`src/rtl/vram_pixel_writer.sv`:
```
// Packs (x,y)-tagged 8-bit pixels into 36-bit ZBT words (four lanes per word) and
// queues them for writing on the free write slots granted by the arbiter.
module vram_pixel_writer #(
  parameter int   FIFO_DEPTH = 4,
  parameter logic BANK       = 1'b0
) (
  input  logic        clk,
  input  logic        reset,
  input  logic        pix_valid,
  output logic        pix_ready,
  input  logic [9:0]  pix_x,
  input  logic [9:0]  pix_y,
  input  logic [7:0]  pix_data,
  input  logic        flush,
  input  logic        wr_slot,
  output logic        vram_we,
  output logic [18:0] vram_addr,
  output logic [35:0] vram_write_data,
  output logic [3:0]  vram_bwe,
  output logic        idle
);

  localparam int            AW       = $clog2(FIFO_DEPTH);
  localparam logic [AW:0]   FULL_CNT = (AW+1)'(FIFO_DEPTH);

  // Word FIFO: storage is data only, pointers and count are control.
  logic [18:0]   fifo_addr [FIFO_DEPTH];
  logic [31:0]   fifo_data [FIFO_DEPTH];
  logic [3:0]    fifo_mask [FIFO_DEPTH];
  logic [AW-1:0] wr_ptr;
  logic [AW-1:0] rd_ptr;
  logic [AW:0]   fifo_count;
  logic          full;
  logic          empty;

  // Pack register holding the word currently being assembled.
  logic          pack_pending;
  logic [18:0]   pack_addr;
  logic [31:0]   pack_data;
  logic [3:0]    pack_mask;
  logic          flush_req;

  logic          accept;
  logic          pop;
  logic [1:0]    lane;
  logic [18:0]   in_addr;
  logic [31:0]   merge_data;
  logic [3:0]    merge_mask;
  logic [31:0]   solo_data;
  logic [3:0]    solo_mask;

  logic          push;
  logic [18:0]   push_addr;
  logic [31:0]   push_data;
  logic [3:0]    push_mask;
  logic          nxt_pending;
  logic [18:0]   nxt_addr;
  logic [31:0]   nxt_data;
  logic [3:0]    nxt_mask;
  logic          nxt_flush;

  assign full      = (fifo_count == FULL_CNT);
  assign empty     = (fifo_count == '0);
  assign pix_ready = !full;
  assign accept    = pix_valid && pix_ready;
  assign pop       = wr_slot && !empty;
  assign lane      = pix_x[1:0];
  assign in_addr   = {BANK, pix_y, pix_x[9:2]};

  always_comb begin
    merge_data                      = pack_data;
    merge_data[{lane, 3'b000} +: 8] = pix_data;
    merge_mask                      = pack_mask | (4'b0001 << lane);
    solo_data                       = '0;
    solo_data[{lane, 3'b000} +: 8]  = pix_data;
    solo_mask                       = 4'b0001 << lane;
  end

  // Next-state of the pack register and the single push per cycle.
  always_comb begin
    push        = 1'b0;
    push_addr   = pack_addr;
    push_data   = pack_data;
    push_mask   = pack_mask;
    nxt_pending = pack_pending;
    nxt_addr    = pack_addr;
    nxt_data    = pack_data;
    nxt_mask    = pack_mask;
    nxt_flush   = flush_req;

    if (accept) begin
      if (pack_pending && (in_addr != pack_addr)) begin
        // Close the old word; the new pixel starts a fresh pack that stays open.
        push        = 1'b1;
        nxt_pending = 1'b1;
        nxt_addr    = in_addr;
        nxt_data    = solo_data;
        nxt_mask    = solo_mask;
      end else if (lane == 2'd3) begin
        push        = 1'b1;
        push_addr   = in_addr;
        push_data   = merge_data;
        push_mask   = merge_mask;
        nxt_pending = 1'b0;
        nxt_addr    = in_addr;
        nxt_data    = '0;
        nxt_mask    = '0;
      end else begin
        nxt_pending = 1'b1;
        nxt_addr    = in_addr;
        nxt_data    = merge_data;
        nxt_mask    = merge_mask;
      end
    end else if (flush_req && !full) begin
      if (pack_pending) begin
        push        = 1'b1;
        nxt_pending = 1'b0;
        nxt_data    = '0;
        nxt_mask    = '0;
      end
      nxt_flush = 1'b0;
    end

    if (flush) begin
      nxt_flush = 1'b1;
    end
  end

  always_ff @(posedge clk or negedge reset) begin
    if (!reset) begin
      pack_pending <= 1'b0;
      pack_addr    <= '0;
      pack_data    <= '0;
      pack_mask    <= '0;
      flush_req    <= 1'b0;
    end else begin
      pack_pending <= nxt_pending;
      pack_addr    <= nxt_addr;
      pack_data    <= nxt_data;
      pack_mask    <= nxt_mask;
      flush_req    <= nxt_flush;
    end
  end

  always_ff @(posedge clk or negedge reset) begin
    if (!reset) begin
      wr_ptr     <= '0;
      rd_ptr     <= '0;
      fifo_count <= '0;
    end else begin
      if (push) begin
        wr_ptr <= wr_ptr + AW'(1);
      end
      if (pop) begin
        rd_ptr <= rd_ptr + AW'(1);
      end
      case ({push, pop})
        2'b10:   fifo_count <= fifo_count + (AW+1)'(1);
        2'b01:   fifo_count <= fifo_count - (AW+1)'(1);
        default: fifo_count <= fifo_count;
      endcase
    end
  end

  always_ff @(posedge clk) begin
    if (push) begin
      fifo_addr[wr_ptr] <= push_addr;
      fifo_data[wr_ptr] <= push_data;
      fifo_mask[wr_ptr] <= push_mask;
    end
  end

  // Write port shows the FIFO head; all zero while nothing is queued.
  always_comb begin
    vram_we         = pop;
    vram_addr       = '0;
    vram_write_data = '0;
    vram_bwe        = '0;
    if (!empty) begin
      vram_addr       = fifo_addr[rd_ptr];
      vram_write_data = {4'b0000, fifo_data[rd_ptr]};
      vram_bwe        = fifo_mask[rd_ptr];
    end
  end

  assign idle = empty && !pack_pending && !flush_req;

endmodule

```
`config.mk`:
```
export PLATFORM = sky130hd
export DESIGN_NAME = vram_pixel_writer
export DESIGN_NICKNAME = d
export VERILOG_FILES = /design/src/rtl/vram_pixel_writer.sv
export SDC_FILE = /design/constraint.sdc
export NUM_CORES = 1
export LEC_CHECK = 0
export ABC_CLOCK_PERIOD_IN_PS = 7480
export CELL_PAD_IN_SITES_DETAIL_PLACEMENT = 1
export CELL_PAD_IN_SITES_GLOBAL_PLACEMENT = 1
export CORE_ASPECT_RATIO = 0.6
export CORE_UTILIZATION = 35
export CTS_CLUSTER_SIZE = 20
export DETAILED_ROUTE_END_ITERATION = 16
export HOLD_SLACK_MARGIN = 0.1
export PLACE_DENSITY_LB_ADDON = 0.1
export SLEW_MARGIN = 10
export SYNTH_ARGS = -nofsm -noshare
export SYNTH_HDL_FRONTEND = slang
export SYNTH_SLANG_ARGS = --single-unit
```
`constraint.sdc`:
```
create_clock -name clk -period 7.48 [get_ports clk]
set_input_delay 1.87 -clock clk [delete_from_list [all_inputs] [get_ports clk]]
set_output_delay 1.87 -clock clk [all_outputs]
set_load 0.005 [all_outputs]
```
# Word-level counts from Yosys, hierarchy flattened
# Memories as Yosys holds them, arrays and structs flattened.
# Cells that the tools add are included.
# Widths: inputs -> output; s select.
# classes
n_addsub,5
eq_ne,6
shifts,3
mux,37
bitwise,2
reduce_logical,17
# ops
cell,n
$mux 32,9
$mux 18,3
$mux 4,9
$and 32x32->32,1
$bwmux 32,1
$shift 8x7->32 const A,1
$shiftx 8x7->32,1
$mux 19,1
$ne 18x18->1,1
$mux 1,13
$reduce_bool 2->1,4
$neg 5->7,1
$logic_and 1x1->1,6
$pmux 3 s2,1
$add 2x1->2 const B,2
$eq 2x2->1 const B,2
$logic_not 1->1,4
$or 4x4->4,1
$reduce_and 2->1,2
$shl 1x2->4 const A,1
$add 3x1->3 const B,1
$eq 3x3->1 const B,1
$logic_not 3->1,1
$sub 3x1->3 const B,1
other kinds (2),2
# word_totals
register_bits,63
ram_bits,216
output_inout_bits,62
memories,3
# mem_list
name,words,word_bits,rd,rd_ports_with_merged_regs,write_ports,line,rtl
fifo_data,4,32,1,0,1,28,logic [31:0] fifo_data [FIFO_DEPTH];
fifo_addr,4,18,1,0,1,27,logic [18:0] fifo_addr [FIFO_DEPTH];
fifo_mask,4,4,1,0,1,29,logic [3:0] fifo_mask [FIFO_DEPTH];

# Logic depth before layout (Yosys ltp)
# Gate-level depths: netlist of the first run.
# depth
word_depth,7
depth_mapped,12
depth_no_buf,11

# Least setup slack after synthesis of the first run
# Ideal clock, no wire load.
# synth_timing
path_type,input to register
from,input port pix_valid
to,"memory fifo_addr[0][0] (netlist bit), enable pin"
arrival_ns,4.991
required_time_ns,7.014
slack_ns,2.023
stages,4
path_buffers,0
cell_sequence,a21oi_1 nor2_1 o31ai_4 nor2_1
# synth_via
elab_chain_len,4
# synth_rtl
element,line,rtl
from (decl),9,"input logic pix_valid,"
$logic_and 1x1->1,65,assign accept = pix_valid && pix_ready;
$mux 1,91,if (accept) begin
$mux 1,166,if (push) begin
$mux 1 (implied by the code),167,fifo_addr[wr_ptr] <= push_addr;
to (decl),27,
# No other way between the ends.

# Worst setup path in the final report of the first run
# layout_timing
from,input port pix_x[8]
to,register fifo_count[2]
# layout_via
elab_chain_len,6
# layout_rtl
element,line,rtl
from (decl),11,"input logic [9:0] pix_x,"
$ne 18x18->1 *,92,if (pack_pending && (in_addr != pack_addr)) begin
$logic_and 1x1->1 *,92,
$mux 1 *,92,
$mux 1 *,91,
$eq 2x1->1 or $eq 2x2->1 (tied branches),157,"case ({push, pop})"
$pmux 3 s2 or $reduce_bool 2->1 (tied branches),-,
to (signal assigned),158,2'b10: fifo_count <= fifo_count + (AW+1)'(1);
to (signal assigned),159,2'b01: fifo_count <= fifo_count - (AW+1)'(1);
to (signal assigned),160,default: fifo_count <= fifo_count;
to (decl),32,logic [AW:0] fifo_count;
# Every way passes the cells marked *; elsewhere a longest branch is shown, timed or not.
# A chain may end at the register's enable or synchronous reset.

==> run_results.csv, run 1 <==
group,metric,value,unit
timing,fin_crit,5.412,ns
power_and_ir_drop,p_leak,5.167,nW
setup_path,path_common_cell,"xor2_1",
global_route,grt_max_degree,64,
clock_tree,cts_tree,"done",
setup_path,setup.worst_path.class,"input pin to register",
timing,tns,0,ns
setup_path,worst-path-buf-inv,2,
place,pre_cts_ws,1.576,ns
yosys,syn-cell-area,11930,um2
detailed_routing,first_pass_iters,4,
floorplan,start_util,0.3616,
timing,setup_slack,2.068,ns
power_and_ir_drop,powerDensity,406.0,nW/um2
detailed_routing,num_vias,6569,
yosys,ys_warn_count,0,
clock_tree,clk_pin_slew_worst_paths,0.06,ns
layout,fin_area,14290,um2
timing,slew_headroom,0.2638,
clock_tree,cts_hold_buf,0,
yosys,synth.most_common_cell,"edfxtp_1",
setup_path,path_delay_family,"compound AO/OA/AOI/OAI gates",
yosys,synth_top_family_by_area,"multiplexers",
power_and_ir_drop,p_switching,1.707,mW
detailed_routing,drc,0,
timing,timing.hold.ws,0.4944,ns
place,port_buffers,89,
place,hpwl,18580,um
clock_tree,htree_levels,1,
clock_tree,root_buffer,"clkbuf_16",
yosys,synth_edf_count,216,
setup_path,start_kind,"input pin",
setup_path,slowest_stage,"o31ai_4",
floorplan,die_h,145.0,um
yosys,synth-simple-area-share,0.07490,
yosys,yosysSeqAreaShare,0.6760,
yosys,synth-compound-area-share,0.06965,
detailed_routing,drt-initial-drc-count,428,
place,place_area,13320,um2
layout,drive_gt1_frac,0.1803,
setup_path,end_kind,"register",
detailed_routing,vias_per_cell,5.164,
clock_tree,clockBufferDepth,3,
power_and_ir_drop,p_int,4.094,mW
hold_path,min_delay_path_depth,1,
setup_path,cp.depth,12,
timing,grt_setup_unrepaired,"no",
status,status,"finished, final reports clean",
timing,setup_viol,0,
yosys,synthCells,715,
global_route,grt-ovfl-total,0,
setup_path,reg2reg_depth,11,
clock_tree,cts_made_buffers,27,
layout,finalNonFillerCells,1272,
yosys,synth_seq_cells,279,
timing,max_freq,184.8,MHz
clock_tree,ctsResizeCount,0,
power_and_ir_drop,pwr-share-clk,0.253,
timing,min_period_over_period,0.7235,
setup_path,crit_required,7.93,ns
power_and_ir_drop,switching_share,0.2942,
yosys,synth_mux_area_frac,0.1227,
yosys,async_flop_share,0.2258,
place,dp.cells,1222,
floorplan,io_pins,95,
setup_path,cpPeakStageDelay,0.82,ns
layout,fillers,3231,
global_route,grt_pass1_wl,44590,um
clock_tree,insertion_delay,0.54,ns
setup_path,path_cells,"clkdlybuf4s50_1 -> xor2_1 -> nor4_1 -> nand3_1 -> o21a_1 -> o31ai_4 -> ha_1 -> inv_1 -> fa_1 -> xor2_1 -> nor2_1 -> xor2_1",
detailed_routing,detail-route-antenna-nets,0,
yosys,synth_cell_type_count,45,
layout,fin_nets,848,
timing,fin_skew,0.01472,ns
setup_path,crit_fanout,20,
detailed_routing,wire_per_inst,22.61,um
flow_run,maxCapViolations,0,
layout,syn_to_final_growth,19.81,%
yosys,synthAdderAreaFrac,0.01532,
yosys,synth_xor_area_frac,0.01762,
yosys,avgSynthCellArea,16.68,um2
global_route,grt_pass1_vias,7233,
power_and_ir_drop,seqPwrFrac,0.415,
floorplan,core,32990,um2
yosys,synth_commonest_cells,"edfxtp_1, dfrtp_1, nand2_1",
global_route,antenna_found_initial,1,
yosys,synth_area_leaders,"edfxtp_1, dfrtp_1, mux4_2",
yosys,synth_largest_area_cell,"edfxtp_1",
global_route,grt_usage,0.1693,
floorplan,rows,51,
yosys,synth_top_area_share,0.5438,
power_and_ir_drop,finalPower,5.801,mW
timing,hold_viol,0,
setup_path,arrival,5.86,ns
clock_tree,clock_sink_count,279,
power_and_ir_drop,pwr-share-comb,0.332,
timing,tightestPinTransition,1.104,ns
place,gp_congestion,0.7613,
hold_path,hp-class,"register to register",
floorplan,die_area,34850,um2
yosys,ys.flop_type,"edfxtp_1",
layout,utilization,0.4332,
clock_tree,post-cts-setup-buffers,0,
power_and_ir_drop,vdd_ir_drop_max,0.1632,mV
timing,finalMaxSlewViolations,0,
floorplan,die_w,240.3,um
detailed_routing,routed_wl,28760,um
-- path summary, 6_finish.rpt --
path / end / slack (ns) / startpoint
worst max register to register: fifo_count[2] / 3.47 / pack_addr[6]
min in group asynchronous: pack_addr[2] / 1.51 / reset
max in group asynchronous: rd_ptr[0] / 5.30 / reset
worst min register to register: fifo_count[2] / 0.49 / fifo_count[2]
worst max-delay path: fifo_count[2] / 2.07 / pix_x[8]
worst min-delay path: fifo_count[2] / 0.49 / fifo_count[2]
-- flip-flops by register name (all words and copies together) (netlist names) --
register and flops:
fifo_data 128, fifo_addr 72, pack_data 32, pack_addr 18
fifo_mask 16, pack_mask 4, fifo_count 3, rd_ptr 2
wr_ptr 2, flush_req 1, pack_pending 1
-- cells in the final DEF, fill, tap and decap left out, types with 3 or more instances in the layout --
| cell | Yosys | layout |
|---|---|---|
| edfxtp_1 | 216 | 216 |
| clkdlybuf4s50_1 | 0 | 88 |
| nand2_1 | 63 | 63 |
| dfrtp_1 | 63 | 61 |
| a22o_1 | 57 | 57 |
| and2_1 | 57 | 57 |
| mux4_2 | 54 | 54 |
| clkbuf_16 | 0 | 29 |
| xor2_1 | 19 | 19 |
| mux2_2 | 18 | 18 |
| inv_1 | 14 | 14 |
| ha_1 | 13 | 13 |
| buf_4 | 6 | 13 |
| nor4_1 | 12 | 12 |
| nor2b_1 | 9 | 9 |
| a21oi_1 | 9 | 9 |
| a221o_1 | 8 | 8 |
| clkbuf_8 | 0 | 8 |
| xnor2_1 | 5 | 5 |
| conb_1 | 1 | 5 |
| nor2_4 | 0 | 4 |
| nor2_1 | 8 | 4 |
| clkbuf_1 | 19 | 4 |
| clkinv_2 | 0 | 4 |
| nand3_1 | 3 | 3 |
| o41ai_4 | 3 | 3 |
| mux2i_1 | 3 | 3 |
| nand2b_1 | 3 | 3 |
| a32o_1 | 3 | 3 |
| o21a_1 | 3 | 3 |
| bufinv_16 | 0 | 3 |
-- layout make-up --
type	count	area (um2)	area share
clock buffers	41	850.8	0.05954
flip-flops and latches	279	8070	0.5647
well taps	450	563.0	0.03940
clock inverters	8	118.9	0.008318
repair buffers	102	983.4	0.06882
diodes	1	2.502	0.0001751
multi-input cells	377	3649	0.2553
inverters	14	52.55	0.003677
-- power groups by stage --
stage / Combinational [mW] / Clock, mW / Sequential [mW]
finish: 1.92 / 1.47 / 2.41
global route: 2.08 / 1.56 / 2.46
CTS: 1.98 / 1.51 / 2.43
detailed placement: 1.97 / 0 / 2.46
global placement: 1.95 / 0 / 2.43
floorplan: 1.17 / 0 / 2.29
-- kinds of logic (layout without fill, tap and decap cells) --
logic type                 count (synthesis)  after routing
DFF                                      279            279
and+or+nand+nor                          167            167
AOI/OAI and AO/OA                         91             91
muxes                                     76             76
buffers and inverters                     63            165
xor gates and xnor gates                  24             24
adders and majority gates                 14             14
other                                      1              6
-- routing by layer --
layer | GRT usage | up-vias | share of wire
met4 | 0.03376 | 0 | 0.016
met1 | 0.2573 | 3493 | 0.51
met2 | 0.2549 | 124 | 0.44
met3 | 0.02816 | 36 | 0.039
li1 | - | 2916 | -
met5 | 0 | - | 0
Power figures use the tool's default switching activity.
==> inputs of run 2 (changes only) <==
Settings changed: ABC_CLOCK_PERIOD_IN_PS 7480 to 5400.
Clock period 7.48 ns to 5.4 ns, I/O delays scaled along.
==> run 2 against run 1 <==
Compared with the run above: global-route usage is 0.62 points higher; cell count is 0.71% higher; power is 39% higher; register-to-register slack worse by 0.98 ns; sequential cell count stayed put; via count is 0.46% lower; sequential share of layout area is 0.24 points lower; highest routed layer unchanged; core utilization is 0.18 points higher; clock-buffer cell count is 3 lower; combinational power is 44% higher; die area stayed put; non-clock buffer count is 7 higher.
==> run_results.csv, run 2 (synthesis gave the netlist of run 1 again) <==
group,metric,value,unit
setup_path,slowest_stage,"dfrtp_4",
setup_path,timing.rr.start,"pack_addr[16]",
clock_tree,root_buffer,"clkbuf_16",
detailed_routing,wire_per_inst,23.03,um
clock_tree,cts_tree,"done",
global_route,grt_pass1_wl,46030,um
setup_path,r2r_slack,2.49,ns
timing,max_freq,224.9,MHz
layout,layout_commonest_cell,"edfxtp_1",
hold_path,min_delay_path_depth,1,
detailed_routing,first_pass_iters,4,
clock_tree,insertion_delay,0.55,ns
clock_tree,clockBufferDepth,3,
global_route,antenna_found_initial,0,
place,gp_congestion,0.7462,
detailed_routing,num_vias,6539,
layout,fin_area,14350,um2
layout,final_cell_mix,"edfxtp_1, clkdlybuf4s50_1, nand2_1, dfrtp_1",
setup_path,arrival,3.10,ns
layout,diodes,0,
flow_run,maxCapViolations,0,
floorplan,start_util,0.3616,
timing,hold_viol,0,
layout,regMostFlops,"fifo_data",
power_and_ir_drop,vdd_ir_drop_max,0.2487,mV
setup_path,worst-path-buf-inv,2,
floorplan,die_area,34850,um2
layout,drive_gt1_frac,0.1793,
setup_path,path_delay_family,"buffers and inverters",
timing,slew_headroom,0.2927,
layout,syn_to_final_growth,20.31,%
layout,finalNonFillerCells,1281,
floorplan,core,32990,um2
global_route,grt-ovfl-total,0,
floorplan,die_h,145.0,um
timing,min_period_over_period,0.8233,
hold_path,hp-start,"fifo_count[2]",
setup_path,end_kind,"output port",
place,pre_cts_ws,0.6936,ns
detailed_routing,drt-initial-drc-count,482,
clock_tree,post-cts-setup-buffers,0,
setup_path,start_kind,"register",
floorplan,die_w,240.3,um
timing,setup_slack,0.9541,ns
clock_tree,clk_pin_slew_worst_paths,0.06,ns
place,port_buffers,89,
setup_path,reg2reg_to,"fifo_count[2]",
clock_tree,ctsResizeCount,0,
clock_tree,cts_hold_buf,0,
power_and_ir_drop,finalPower,8.090,mW
clock_tree,htree_levels,1,
detailed_routing,vias_per_cell,5.105,
timing,finalMaxSlewViolations,0,
hold_path,hold_end,"fifo_count[2]",
setup_path,crit_required,4.05,ns
floorplan,io_pins,95,
place,dp.cells,1229,
setup_path,reg2reg_depth,11,
clock_tree,cts_made_buffers,28,
detailed_routing,detail-route-antenna-nets,0,
setup_path,path_cells,"buf_4 -> mux4_2 -> and2_1 -> clkdlybuf4s50_1",
timing,grt_setup_unrepaired,"no",
global_route,grt_pass1_vias,7330,
timing,fin_crit,4.446,ns
hold_path,hp-class,"register to register",
timing,tns,0,ns
timing,setup_viol,0,
layout,largest_reg_flops,128,
status,status,"finished, final reports clean",
place,place_area,13410,um2
global_route,grt_max_degree,56,
setup_path,setup.worst_path.class,"register to output port",
setup_path,crit_fanout,31,
place,hpwl,19560,um
power_and_ir_drop,powerDensity,563.8,nW/um2
clock_tree,clock_sink_count,279,
floorplan,rows,51,
global_route,grt_usage,0.1756,
setup_path,cpPeakStageDelay,0.85,ns
detailed_routing,routed_wl,29510,um
layout,fin_nets,856,
power_and_ir_drop,p_leak,5.181,nW
timing,tightestPinTransition,1.061,ns
timing,fin_skew,0.01273,ns
detailed_routing,drc,0,
layout,biggestRegsByFlops,"fifo_data x128, fifo_addr x72, pack_data x32",
[run 2: cell types whose count changed in the layout (fill, tap and decap cells not counted)]
cell	change
clkinv_1	+5
clkbuf_1	+4
buf_12	+3
bufinv_16	+1
diode_2	-1
clkinv_4	-1
clkbuf_8	-7
clkinvlp_4	+2
buf_4	+4
inv_6	+1
clkinv_2	-2
[run 2: layout make-up]
type	count	area, um2
clock buffer	38	769.5
clock inverter	14	172.7
fill	3236	18640
inverter	14	52.55
multi-input combinational	377	3649
sequential	279	8070
tap	450	563.0
timing repair buffer	109	1074
[run 2: worst register-to-register path: stages (launching register included)]
cell     delay, ns
dfrtp_1       0.40
xor2_1        0.15
nor4_1        0.47
nand3_1       0.25
o21a_1        0.29
o31ai_4       0.20
ha_1          0.22
inv_1         0.06
fa_1          0.37
xor2_1        0.15
nor2_1        0.11
xor2_1        0.16
[run 2: stage by stage]
stage | hold WS (ns) | utilization
after floorplan | 0.4453 | -
after global placement | 0.4695 | 0.4064
after detailed placement | 0.4805 | 0.4064
after CTS | 0.4909 | 0.4350
after global routing | 0.5106 | 0.4350
final | 0.4838 | 0.4350
[run 2: routing by layer]
layer | vias to the layer above | global-route usage | share of wire
li1 | 2938 | - | -
met1 | 3435 | 0.2716 | 0.50
met2 | 131 | 0.2565 | 0.44
met3 | 35 | 0.03387 | 0.048
met4 | 0 | 0.03217 | 0.016
met5 | - | 0 | 0
[run 2: how the worst max path moves through the flow]
stage,start,cells past startpoint,to
global route,rd_ptr[0],4,vram_write_data[22]
floorplan,pix_valid,4,fifo_addr[0][0]
global placement,pix_x[0],6,fifo_data[2][26]
CTS,rd_ptr[0],4,vram_addr[8]
detailed placement,pix_x[0],6,fifo_data[2][25]
finish,rd_ptr[0],4,vram_addr[8]
[run 2: report_power, final]
| part | switching [mW] | total, mW | internal, mW |
|---|---|---|---|
| logic | 1.26 | 2.76 | 1.50 |
| clock network | 0.825 | 2.01 | 1.19 |
| registers | 0.336 | 3.32 | 2.98 |
| total | 2.42 | 8.09 | 5.67 |
